--- config.mk ---
export PLATFORM = sky130hd
export DESIGN_NAME = rgb_to_yuv_encoder
export DESIGN_NICKNAME = d
export VERILOG_FILES = /design/src/rtl/encoder_pkg.sv /design/src/rtl/rgb_pair_to_yuv.sv /design/src/rtl/rgb_to_yuv_encoder.sv
export SDC_FILE = /design/constraint.sdc
export NUM_CORES = 1
export LEC_CHECK = 0
export CAP_MARGIN = 30
export CORE_UTILIZATION = 25
export CTS_BUF_LIST = sky130_fd_sc_hd__clkbuf_16
export DETAILED_ROUTE_END_ITERATION = 8
export GPL_TIMING_DRIVEN = 0
export SLEW_MARGIN = 0
export SYNTH_ARGS = -nofsm -noshare
export SYNTH_HDL_FRONTEND = slang
export SYNTH_HIERARCHICAL = 1
export SYNTH_SLANG_ARGS = --single-unit
--- constraint.sdc ---
create_clock -name CLOCK_50_I -period 13 [get_ports CLOCK_50_I]
set_clock_uncertainty 0.1 [all_clocks]
set_input_delay 2.6 -clock CLOCK_50_I [delete_from_list [all_inputs] [get_ports CLOCK_50_I]]
set_output_delay 2.6 -clock CLOCK_50_I [all_outputs]
set_load 0.005 [all_outputs]
--- src/rtl/encoder_pkg.sv ---
// -----------------------------------------------------------------------------
// encoder_pkg
// Shared definitions for the RGB -> YUV encoder milestone:
//   - E_state_type : encoder sequencing states (one state per SRAM cycle)
//   - BT.601 colour-space coefficients, offsets and rounding constant
//   - default SRAM base addresses and frame size
//   - clip_u8 / csc helpers used by the pixel-pair converter
// -----------------------------------------------------------------------------
package encoder_pkg;

    // Each state names the cycle in which its SRAM outputs are on the pins.
    typedef enum logic [3:0] {
        S_E_IDLE = 4'd0,
        S_RD0    = 4'd1,
        S_RD1    = 4'd2,
        S_RD2    = 4'd3,
        S_RD3    = 4'd4,
        S_RD4    = 4'd5,
        S_RD5    = 4'd6,
        S_WYA    = 4'd7,
        S_WAIT   = 4'd8,
        S_CONVB  = 4'd9,
        S_WYB    = 4'd10,
        S_WU     = 4'd11,
        S_WV     = 4'd12,
        S_E_FIN  = 4'd13
    } E_state_type;

    // BT.601 coefficients (scaled by 256).
    localparam logic signed [31:0] C_Y_R = 32'sd66;
    localparam logic signed [31:0] C_Y_G = 32'sd129;
    localparam logic signed [31:0] C_Y_B = 32'sd25;
    localparam logic signed [31:0] C_U_R = -32'sd38;
    localparam logic signed [31:0] C_U_G = -32'sd74;
    localparam logic signed [31:0] C_U_B = 32'sd112;
    localparam logic signed [31:0] C_V_R = 32'sd112;
    localparam logic signed [31:0] C_V_G = -32'sd94;
    localparam logic signed [31:0] C_V_B = -32'sd18;

    localparam logic signed [31:0] Y_OFFSET  = 32'sd16;
    localparam logic signed [31:0] UV_OFFSET = 32'sd128;
    localparam logic signed [31:0] ROUND     = 32'sd128;

    // Default memory map (word addresses).
    localparam logic [17:0] Y_BASE_DEF     = 18'd0;
    localparam logic [17:0] U_BASE_DEF     = 18'd38400;
    localparam logic [17:0] V_BASE_DEF     = 18'd57600;
    localparam logic [17:0] RGB_BASE_DEF   = 18'd146944;
    localparam int          NUM_GROUPS_DEF = 19200;

    // Group counter is wide enough for a full 320x240 frame.
    localparam int GROUP_W = 15;

    // Saturate a signed intermediate into the 0..255 pixel range.
    function automatic logic [7:0] clip_u8(input logic signed [31:0] val);
        logic [7:0] res;
        if (val < 32'sd0) begin
            res = 8'd0;
        end else if (val > 32'sd255) begin
            res = 8'd255;
        end else begin
            res = val[7:0];
        end
        return res;
    endfunction

    // One colour-space component: ((cr*R + cg*G + cb*B + 128) >>> 8) + off, clipped.
    function automatic logic [7:0] csc(
        input logic        [7:0]  r,
        input logic        [7:0]  g,
        input logic        [7:0]  b,
        input logic signed [31:0] cr,
        input logic signed [31:0] cg,
        input logic signed [31:0] cb,
        input logic signed [31:0] off
    );
        logic signed [31:0] acc;
        acc = cr * $signed({24'd0, r})
            + cg * $signed({24'd0, g})
            + cb * $signed({24'd0, b})
            + ROUND;
        return clip_u8((acc >>> 5'd8) + off);
    endfunction

endpackage

--- src/rtl/rgb_pair_to_yuv.sv ---
// -----------------------------------------------------------------------------
// rgb_pair_to_yuv
// Combinational BT.601 conversion of two horizontally adjacent RGB pixels.
// Produces both luma samples and one chroma pair decimated by averaging.
// Ports:
//   r_even,g_even,b_even  in  8  first (even) pixel
//   r_odd, g_odd, b_odd   in  8  second (odd) pixel
//   y_even, y_odd         out 8  clipped luma of each pixel
//   u_avg, v_avg          out 8  (U_even+U_odd+1)>>1, same for V
// -----------------------------------------------------------------------------
module rgb_pair_to_yuv
    import encoder_pkg::*;
(
    input  logic [7:0] r_even,
    input  logic [7:0] g_even,
    input  logic [7:0] b_even,
    input  logic [7:0] r_odd,
    input  logic [7:0] g_odd,
    input  logic [7:0] b_odd,
    output logic [7:0] y_even,
    output logic [7:0] y_odd,
    output logic [7:0] u_avg,
    output logic [7:0] v_avg
);

    logic [7:0] u_even_s;
    logic [7:0] u_odd_s;
    logic [7:0] v_even_s;
    logic [7:0] v_odd_s;
    logic [8:0] u_sum_s;
    logic [8:0] v_sum_s;

    // Per-pixel conversion and 9-bit rounded chroma average.
    always_comb begin
        y_even   = csc(r_even, g_even, b_even, C_Y_R, C_Y_G, C_Y_B, Y_OFFSET);
        y_odd    = csc(r_odd,  g_odd,  b_odd,  C_Y_R, C_Y_G, C_Y_B, Y_OFFSET);
        u_even_s = csc(r_even, g_even, b_even, C_U_R, C_U_G, C_U_B, UV_OFFSET);
        u_odd_s  = csc(r_odd,  g_odd,  b_odd,  C_U_R, C_U_G, C_U_B, UV_OFFSET);
        v_even_s = csc(r_even, g_even, b_even, C_V_R, C_V_G, C_V_B, UV_OFFSET);
        v_odd_s  = csc(r_odd,  g_odd,  b_odd,  C_V_R, C_V_G, C_V_B, UV_OFFSET);
        // 255+255+1 fits in 9 bits; dropping bit 0 is the divide by two.
        u_sum_s  = {1'b0, u_even_s} + {1'b0, u_odd_s} + 9'd1;
        v_sum_s  = {1'b0, v_even_s} + {1'b0, v_odd_s} + 9'd1;
        u_avg    = u_sum_s[8:1];
        v_avg    = v_sum_s[8:1];
    end

endmodule

--- src/rtl/rgb_to_yuv_encoder.sv ---
// -----------------------------------------------------------------------------
// rgb_to_yuv_encoder
// Reads a packed RGB frame from single-port SRAM, converts to BT.601 YUV with
// 2:1 horizontal chroma decimation and writes Y, U and V planes back in the
// layout the decoder consumes. Works on 4-pixel groups in a fixed 12-cycle
// loop, started by E_start and finished with a one-cycle E_done.
// Ports:
//   CLOCK_50_I       in   1  clock
//   resetn           in   1  asynchronous active-low reset
//   E_start          in   1  start pulse, only honoured when idle
//   E_busy           out  1  frame in progress
//   E_done           out  1  one-cycle pulse after the final V write
//   SRAM_address     out 18  registered word address
//   SRAM_write_data  out 16  registered write data
//   SRAM_we_n        out  1  registered write enable, active low
//   SRAM_read_data   in  16  read data (2-cycle latency)
// -----------------------------------------------------------------------------
module rgb_to_yuv_encoder
    import encoder_pkg::*;
#(
    parameter logic [17:0] Y_BASE     = Y_BASE_DEF,
    parameter logic [17:0] U_BASE     = U_BASE_DEF,
    parameter logic [17:0] V_BASE     = V_BASE_DEF,
    parameter logic [17:0] RGB_BASE   = RGB_BASE_DEF,
    parameter int          NUM_GROUPS = NUM_GROUPS_DEF
) (
    input  logic        CLOCK_50_I,
    input  logic        resetn,
    input  logic        E_start,
    output logic        E_busy,
    output logic        E_done,
    output logic [17:0] SRAM_address,
    output logic [15:0] SRAM_write_data,
    output logic        SRAM_we_n,
    input  logic [15:0] SRAM_read_data
);

    localparam logic [GROUP_W-1:0] LAST_GROUP = GROUP_W'(NUM_GROUPS - 1);

    E_state_type        state_r;
    E_state_type        next_state_s;

    logic               start_accept_s;
    logic               is_last_s;
    logic               next_is_read_s;
    logic [17:0]        rgb_cur_s;

    logic [17:0]        rgb_addr_r;
    logic [17:0]        y_addr_r;
    logic [17:0]        u_addr_r;
    logic [17:0]        v_addr_r;
    logic [GROUP_W-1:0] group_r;

    // Captured RGB words: pair A = w0..w2, pair B = w3..w5.
    logic [15:0]        pa_w0_r;
    logic [15:0]        pa_w1_r;
    logic [15:0]        pa_w2_r;
    logic [15:0]        pb_w0_r;
    logic [15:0]        pb_w1_r;
    logic [15:0]        pb_w2_r;

    logic [15:0]        cw0_s;
    logic [15:0]        cw1_s;
    logic [15:0]        cw2_s;

    logic [7:0]         y_even_s;
    logic [7:0]         y_odd_s;
    logic [7:0]         u_avg_s;
    logic [7:0]         v_avg_s;

    logic [7:0]         u_a_r;
    logic [7:0]         v_a_r;
    logic [7:0]         u_b_r;
    logic [7:0]         v_b_r;

    logic [17:0]        addr_next_s;
    logic [15:0]        data_next_s;
    logic               we_n_next_s;
    logic               busy_next_s;
    logic               done_next_s;

    // Status decode shared by the FSM, counters and output logic.
    always_comb begin
        start_accept_s = (state_r == S_E_IDLE) && E_start;
        is_last_s      = (group_r == LAST_GROUP);
        // The first read of a frame bypasses the counter so it can issue the
        // cycle right after start while the counter reloads in parallel.
        if (state_r == S_E_IDLE) begin
            rgb_cur_s = RGB_BASE;
        end else begin
            rgb_cur_s = rgb_addr_r;
        end
        case (next_state_s)
            S_RD0, S_RD1, S_RD2, S_RD3, S_RD4, S_RD5: next_is_read_s = 1'b1;
            default:                                  next_is_read_s = 1'b0;
        endcase
    end

    // State register.
    always_ff @(posedge CLOCK_50_I or negedge resetn) begin
        if (!resetn) begin
            state_r <= S_E_IDLE;
        end else begin
            state_r <= next_state_s;
        end
    end

    // Next-state logic: fixed 12-cycle group loop.
    always_comb begin
        next_state_s = state_r;
        case (state_r)
            S_E_IDLE: begin
                if (E_start) begin
                    next_state_s = S_RD0;
                end else begin
                    next_state_s = S_E_IDLE;
                end
            end
            S_RD0:   next_state_s = S_RD1;
            S_RD1:   next_state_s = S_RD2;
            S_RD2:   next_state_s = S_RD3;
            S_RD3:   next_state_s = S_RD4;
            S_RD4:   next_state_s = S_RD5;
            S_RD5:   next_state_s = S_WYA;
            S_WYA:   next_state_s = S_WAIT;
            S_WAIT:  next_state_s = S_CONVB;
            S_CONVB: next_state_s = S_WYB;
            S_WYB:   next_state_s = S_WU;
            S_WU:    next_state_s = S_WV;
            S_WV: begin
                if (is_last_s) begin
                    next_state_s = S_E_FIN;
                end else begin
                    next_state_s = S_RD0;
                end
            end
            S_E_FIN: next_state_s = S_E_IDLE;
            default: next_state_s = S_E_IDLE;
        endcase
    end

    // Output logic: computes the SRAM/handshake values for the state being entered.
    always_comb begin
        addr_next_s = SRAM_address;
        data_next_s = SRAM_write_data;
        we_n_next_s = 1'b1;
        busy_next_s = 1'b0;
        done_next_s = 1'b0;
        case (next_state_s)
            S_RD0, S_RD1, S_RD2, S_RD3, S_RD4, S_RD5: begin
                addr_next_s = rgb_cur_s;
                busy_next_s = 1'b1;
            end
            // Luma writes take the converter output directly; it is driven
            // by pair A in S_RD5 and by pair B in S_CONVB.
            S_WYA, S_WYB: begin
                addr_next_s = y_addr_r;
                data_next_s = {y_even_s, y_odd_s};
                we_n_next_s = 1'b0;
                busy_next_s = 1'b1;
            end
            S_WAIT, S_CONVB: begin
                busy_next_s = 1'b1;
            end
            S_WU: begin
                addr_next_s = u_addr_r;
                data_next_s = {u_a_r, u_b_r};
                we_n_next_s = 1'b0;
                busy_next_s = 1'b1;
            end
            S_WV: begin
                addr_next_s = v_addr_r;
                data_next_s = {v_a_r, v_b_r};
                we_n_next_s = 1'b0;
                busy_next_s = 1'b1;
            end
            S_E_FIN: begin
                done_next_s = 1'b1;
            end
            default: begin
                busy_next_s = 1'b0;
            end
        endcase
    end

    // Registered SRAM and handshake outputs.
    always_ff @(posedge CLOCK_50_I or negedge resetn) begin
        if (!resetn) begin
            SRAM_address    <= 18'd0;
            SRAM_write_data <= 16'd0;
            SRAM_we_n       <= 1'b1;
            E_busy          <= 1'b0;
            E_done          <= 1'b0;
        end else begin
            SRAM_address    <= addr_next_s;
            SRAM_write_data <= data_next_s;
            SRAM_we_n       <= we_n_next_s;
            E_busy          <= busy_next_s;
            E_done          <= done_next_s;
        end
    end

    // Address and group counters; reloaded on every accepted start.
    always_ff @(posedge CLOCK_50_I or negedge resetn) begin
        if (!resetn) begin
            rgb_addr_r <= RGB_BASE;
            y_addr_r   <= Y_BASE;
            u_addr_r   <= U_BASE;
            v_addr_r   <= V_BASE;
            group_r    <= '0;
        end else begin
            if (next_is_read_s) begin
                rgb_addr_r <= rgb_cur_s + 18'd1;
            end else begin
                rgb_addr_r <= rgb_addr_r;
            end

            if (start_accept_s) begin
                y_addr_r <= Y_BASE;
            end else if ((next_state_s == S_WYA) || (next_state_s == S_WYB)) begin
                y_addr_r <= y_addr_r + 18'd1;
            end else begin
                y_addr_r <= y_addr_r;
            end

            if (start_accept_s) begin
                u_addr_r <= U_BASE;
            end else if (next_state_s == S_WU) begin
                u_addr_r <= u_addr_r + 18'd1;
            end else begin
                u_addr_r <= u_addr_r;
            end

            if (start_accept_s) begin
                v_addr_r <= V_BASE;
            end else if (next_state_s == S_WV) begin
                v_addr_r <= v_addr_r + 18'd1;
            end else begin
                v_addr_r <= v_addr_r;
            end

            if (start_accept_s) begin
                group_r <= '0;
            end else if (state_r == S_WV) begin
                group_r <= group_r + 1'b1;
            end else begin
                group_r <= group_r;
            end
        end
    end

    // Read-data capture: data for a read issued in cycle c lands at the end of c+2.
    always_ff @(posedge CLOCK_50_I or negedge resetn) begin
        if (!resetn) begin
            pa_w0_r <= 16'd0;
            pa_w1_r <= 16'd0;
            pa_w2_r <= 16'd0;
            pb_w0_r <= 16'd0;
            pb_w1_r <= 16'd0;
            pb_w2_r <= 16'd0;
        end else begin
            case (state_r)
                S_RD2:   pa_w0_r <= SRAM_read_data;
                S_RD3:   pa_w1_r <= SRAM_read_data;
                S_RD4:   pa_w2_r <= SRAM_read_data;
                S_RD5:   pb_w0_r <= SRAM_read_data;
                S_WYA:   pb_w1_r <= SRAM_read_data;
                S_WAIT:  pb_w2_r <= SRAM_read_data;
                default: pa_w0_r <= pa_w0_r;
            endcase
        end
    end

    // Converter input select: pair B only while it is being converted.
    always_comb begin
        if (state_r == S_CONVB) begin
            cw0_s = pb_w0_r;
            cw1_s = pb_w1_r;
            cw2_s = pb_w2_r;
        end else begin
            cw0_s = pa_w0_r;
            cw1_s = pa_w1_r;
            cw2_s = pa_w2_r;
        end
    end

    // Word layout: {R0,G0} {B0,R1} {G1,B1}.
    rgb_pair_to_yuv u_conv (
        .r_even (cw0_s[15:8]),
        .g_even (cw0_s[7:0]),
        .b_even (cw1_s[15:8]),
        .r_odd  (cw1_s[7:0]),
        .g_odd  (cw2_s[15:8]),
        .b_odd  (cw2_s[7:0]),
        .y_even (y_even_s),
        .y_odd  (y_odd_s),
        .u_avg  (u_avg_s),
        .v_avg  (v_avg_s)
    );

    // Hold decimated chroma of both pairs until the U/V writes at the group end.
    always_ff @(posedge CLOCK_50_I or negedge resetn) begin
        if (!resetn) begin
            u_a_r <= 8'd0;
            v_a_r <= 8'd0;
            u_b_r <= 8'd0;
            v_b_r <= 8'd0;
        end else begin
            case (state_r)
                S_RD5: begin
                    u_a_r <= u_avg_s;
                    v_a_r <= v_avg_s;
                end
                S_CONVB: begin
                    u_b_r <= u_avg_s;
                    v_b_r <= v_avg_s;
                end
                default: begin
                    u_a_r <= u_a_r;
                end
            endcase
        end
    end

endmodule

==> impl_results.md, run 1 <==
- Hpwl dp: between 60 and 70 mm
- Post-synthesis mux area share: 0.0669
- Starting DRT DRC Count: 1123
- Number of synthesized flops with an enable pin: 0
- Max stage delay on crit path: 530 ps
- Final Hold Viols: 0
- Die area: 127000 sq um
- Area grow syn2layout: 11.4%
- Async S/R FF share, synth: 1.00
- Worst r2r dst: u_a_r[7]$_DFFE_PN0P_
- Critical path class: register to register
- Hold buffers post-CTS: 0
- Top-count cell post-synth: ha_1
- CP max-delay cell: fa_1
- Distinct cell type count after synthesis: 79
- Clock slew at reported path FFs: 60 ps
- Yosys top cell area share: 0.253
- Critical path endpoint category: register
- Highest routed layer: met5
- Hold Path Sink: pa_w0_r[3]$_DFFE_PN0P_
- Final nets: roughly 4200
- Highest Clock Rate: 82.8 MHz
- Die Y: 356 um
- CP dominant cell by count: ha_1
- Post-Synth XOR/XNOR Area: 0.0694
- Clock Path Buffers: 3
- Worst EP arrival: 12420 ps
- Mean post-synth cell area: 9.67 sq um
- Port bufs: 55
- Largest family of logic cells by synthesized area: adder cells
- Fin crit share: 0.929
- Top post-synthesis cells by area: ha_1, dfrtp_1, fa_1
- WL per Instance: 15.4 um
- Relative slew slack: 0.301
- Placed cell count: 4934
- Clock sink count: 256
- Syn nets: a little over 4000
- I/O Pins: 56
- Hold path start: pa_w0_r[3]$_DFFE_PN0P_
- CORE AREA: 124000 sq um
- RD Place Congestion: 0.845
- Commonest cells in the netlist: ha_1, inv_1, dfrtp_1
- Post-Synth Simple-Gate Area: 0.103
- Grt total ovfl: 0
- CTS buffer count: 28
- WL met2: 36.0 mm
- Non-filler cells, final: 4987
- Maxcap violations: 0
- RSZ-0062 raised after global routing: false
- Rows: 129
- Vias per cell: 4.57
- Die Wd: around 360 um
- Synth warnings: 6
- Setup Viol. Count Final: 0
- Post-synth top area cell: ha_1
- RR Startpoint: state_r[0]$_DFF_PN0_
- Cells after synthesis: 3236
- Placed cell areas: around 34000 sq um
- H-Tree Depth: 1
- Vias in the first global route: ~23000
- Violated checks: design-rule violations
- Startpoint types: register
- CP required: 13340 ps
- Worst hold path depth: 1
- Initial DRT Pass Iterations: 7
- Initial antenna violation count: 4
- Post-CTS Setup Inserts: 0
- R2R depth: 50
- Routed wire length: 76.7 mm
- Run status: complete, but fails checks
- Final Critical Period: between 10000 and 15000 ps
- Global-route wire length before repair: roughly 120 mm
- Leading register cell type out of synthesis: dfrtp_1
- Total Routing Usage GR: 0.121
- Final ANT Viol Nets: 0
- Via Count: approximately 23000
- Slew @ Worst Pin: between 1000 and 1500 ps
- Post-synthesis sequential area ratio: 0.205
- Fin. max-slew vios: 0
- Synth Register Bits: roughly 260
- CP Max Fanout: 10
- Complex-gate fraction of the synthesized area: 0.116
- Mapped cell area: 31300 sq um
- Layout cells sized above 1: 0.0821
- Reg2Reg Setup Slack: 920 ps
- Wl on met1: 36.4 mm
- Worst hold slack: approximately 400 ps
- DRC: 6
- Initial Utilization: 0.253
- Post-route design area: 34900 sq um
- Pin count of the biggest net entering global routing: ~120
- Root Buffer Master: clkbuf_16
- Met3 Wirelength: 2.17 mm
- Post-synthesis adder-cell area fraction: 0.377
- TritonCTS clock tree: yes
- HP Class: register to register
- Worst-skew pair later-pin latency: around 570 ps
worst max-delay path by stage:
stage | to | startpoint | cells after the start | slack (ps)
2_1_floorplan | u_b_r[7]$_DFFE_PN0P_ | state_r[0]$_DFF_PN0_ | 49 | 2120
3_3_place_gp | pa_w0_r[7]$_DFFE_PN0P_ | resetn | 1 | -1890
3_5_place_dp | u_a_r[4]$_DFFE_PN0P_ | state_r[0]$_DFF_PN0_ | 48 | -10
4_1_cts | u_b_r[4]$_DFFE_PN0P_ | state_r[0]$_DFF_PN0_ | 48 | 180
5_1_grt | u_a_r[7]$_DFFE_PN0P_ | state_r[0]$_DFF_PN0_ | 50 | 30
6_report | u_a_r[7]$_DFFE_PN0P_ | state_r[0]$_DFF_PN0_ | 50 | 920
worst max-delay path, delay by kind of cell, from the launching register on:
kind	cells	cell delay, ps
buffers and inverters	7	1160
AND/OR/NAND/NOR	10	1810
adder cells (fa/ha/maj)	10	3510
AO/OA/AOI/OAI	20	3910
XOR/XNOR	1	160
multiplexers	2	800
flip-flops	1	440
sequential cells by signal, indices dropped and copies added, names as in the netlist:
signal and cells:
SRAM_we_n 1, v_addr_r 18, pa_w1_r 16, pb_w0_r 16
E_done 1, pb_w2_r 16, SRAM_address 18, E_busy 1
rgb_addr_r 18, y_addr_r 18, state_r 4, pb_w1_r 16
pa_w0_r 16, pa_w2_r 16, u_a_r 8, SRAM_write_data 16
v_b_r 8, group_r 15, u_addr_r 18, v_a_r 8
u_b_r 8
what timing repair did:
item,CTS,global route
gates resized for setup,1,10
endpoints found under the setup margin,4,14
endpoints found under the hold margin,0,0
per-layer routing:
metal  up-vias  track usage
li1      11331            -
met4         2       0.0344
met3        83      0.00763
met5         -            0
met2       324        0.206
met1     11032        0.165
stage by stage:
step / util / setup slack [ps] / setup TNS [ps]
global route: 0.281 / 29.7 / 0
CTS: 0.281 / 179 / 0
floorplan: - / 2120 / 0
finish: 0.281 / 917 / 0
detailed placement: 0.274 / -12.8 / -24.9
global placement: 0.274 / -1890 / -449770
placed cells by master (no fill, tap or decap), drive strengths merged, types with 87 or more instances in the layout:
cell,Yosys,layout
dfrtp,241,241
mux2,177,177
a21oi,169,169
xor2,87,87
nor2,208,208
fa,194,194
inv,451,459
xnor2,161,161
ha,634,634
nand2,108,108
layout make-up:
type	instances	area, sq um
plain buffers	66	270
inverters	451	1690
fillers	13038	89100
repair buffers	61	636
clock inverters	24	133
multi-input cells	2463	23000
diodes	1	2.50
well taps	1637	2050
flip-flops and latches	256	6420
clock buffers	28	701
kinds of logic (layout without fill, tap and decap cells):
kind of cell,count (synthesis),count (layout)
adder cells (fa/ha/maj),828,828
AND/OR/NAND/NOR,646,646
AO/OA/AOI/OAI,554,554
buffers and inverters,517,630
flip-flops,256,256
XOR/XNOR,248,248
multiplexers,187,187
other,0,1
Power of run 1 is left out: the tool's default activity adds up to more than one toggle a clock period on the data nets, which glitch-free logic cannot reach.
==> run 2: changes to the inputs <==
--- a/config.mk
+++ b/config.mk
@@ -8,6 +8,7 @@
 export CAP_MARGIN = 30
 export CORE_UTILIZATION = 25
 export CTS_BUF_LIST = sky130_fd_sc_hd__clkbuf_16
+export CTS_CLUSTER_DIAMETER = 120
 export DETAILED_ROUTE_END_ITERATION = 8
 export GPL_TIMING_DRIVEN = 0
 export SLEW_MARGIN = 0
==> results of run 2 <==
Same layout as run 1: the final DEF is identical, and so are final timing and power.
Power of run 2 is left out for the same reason.
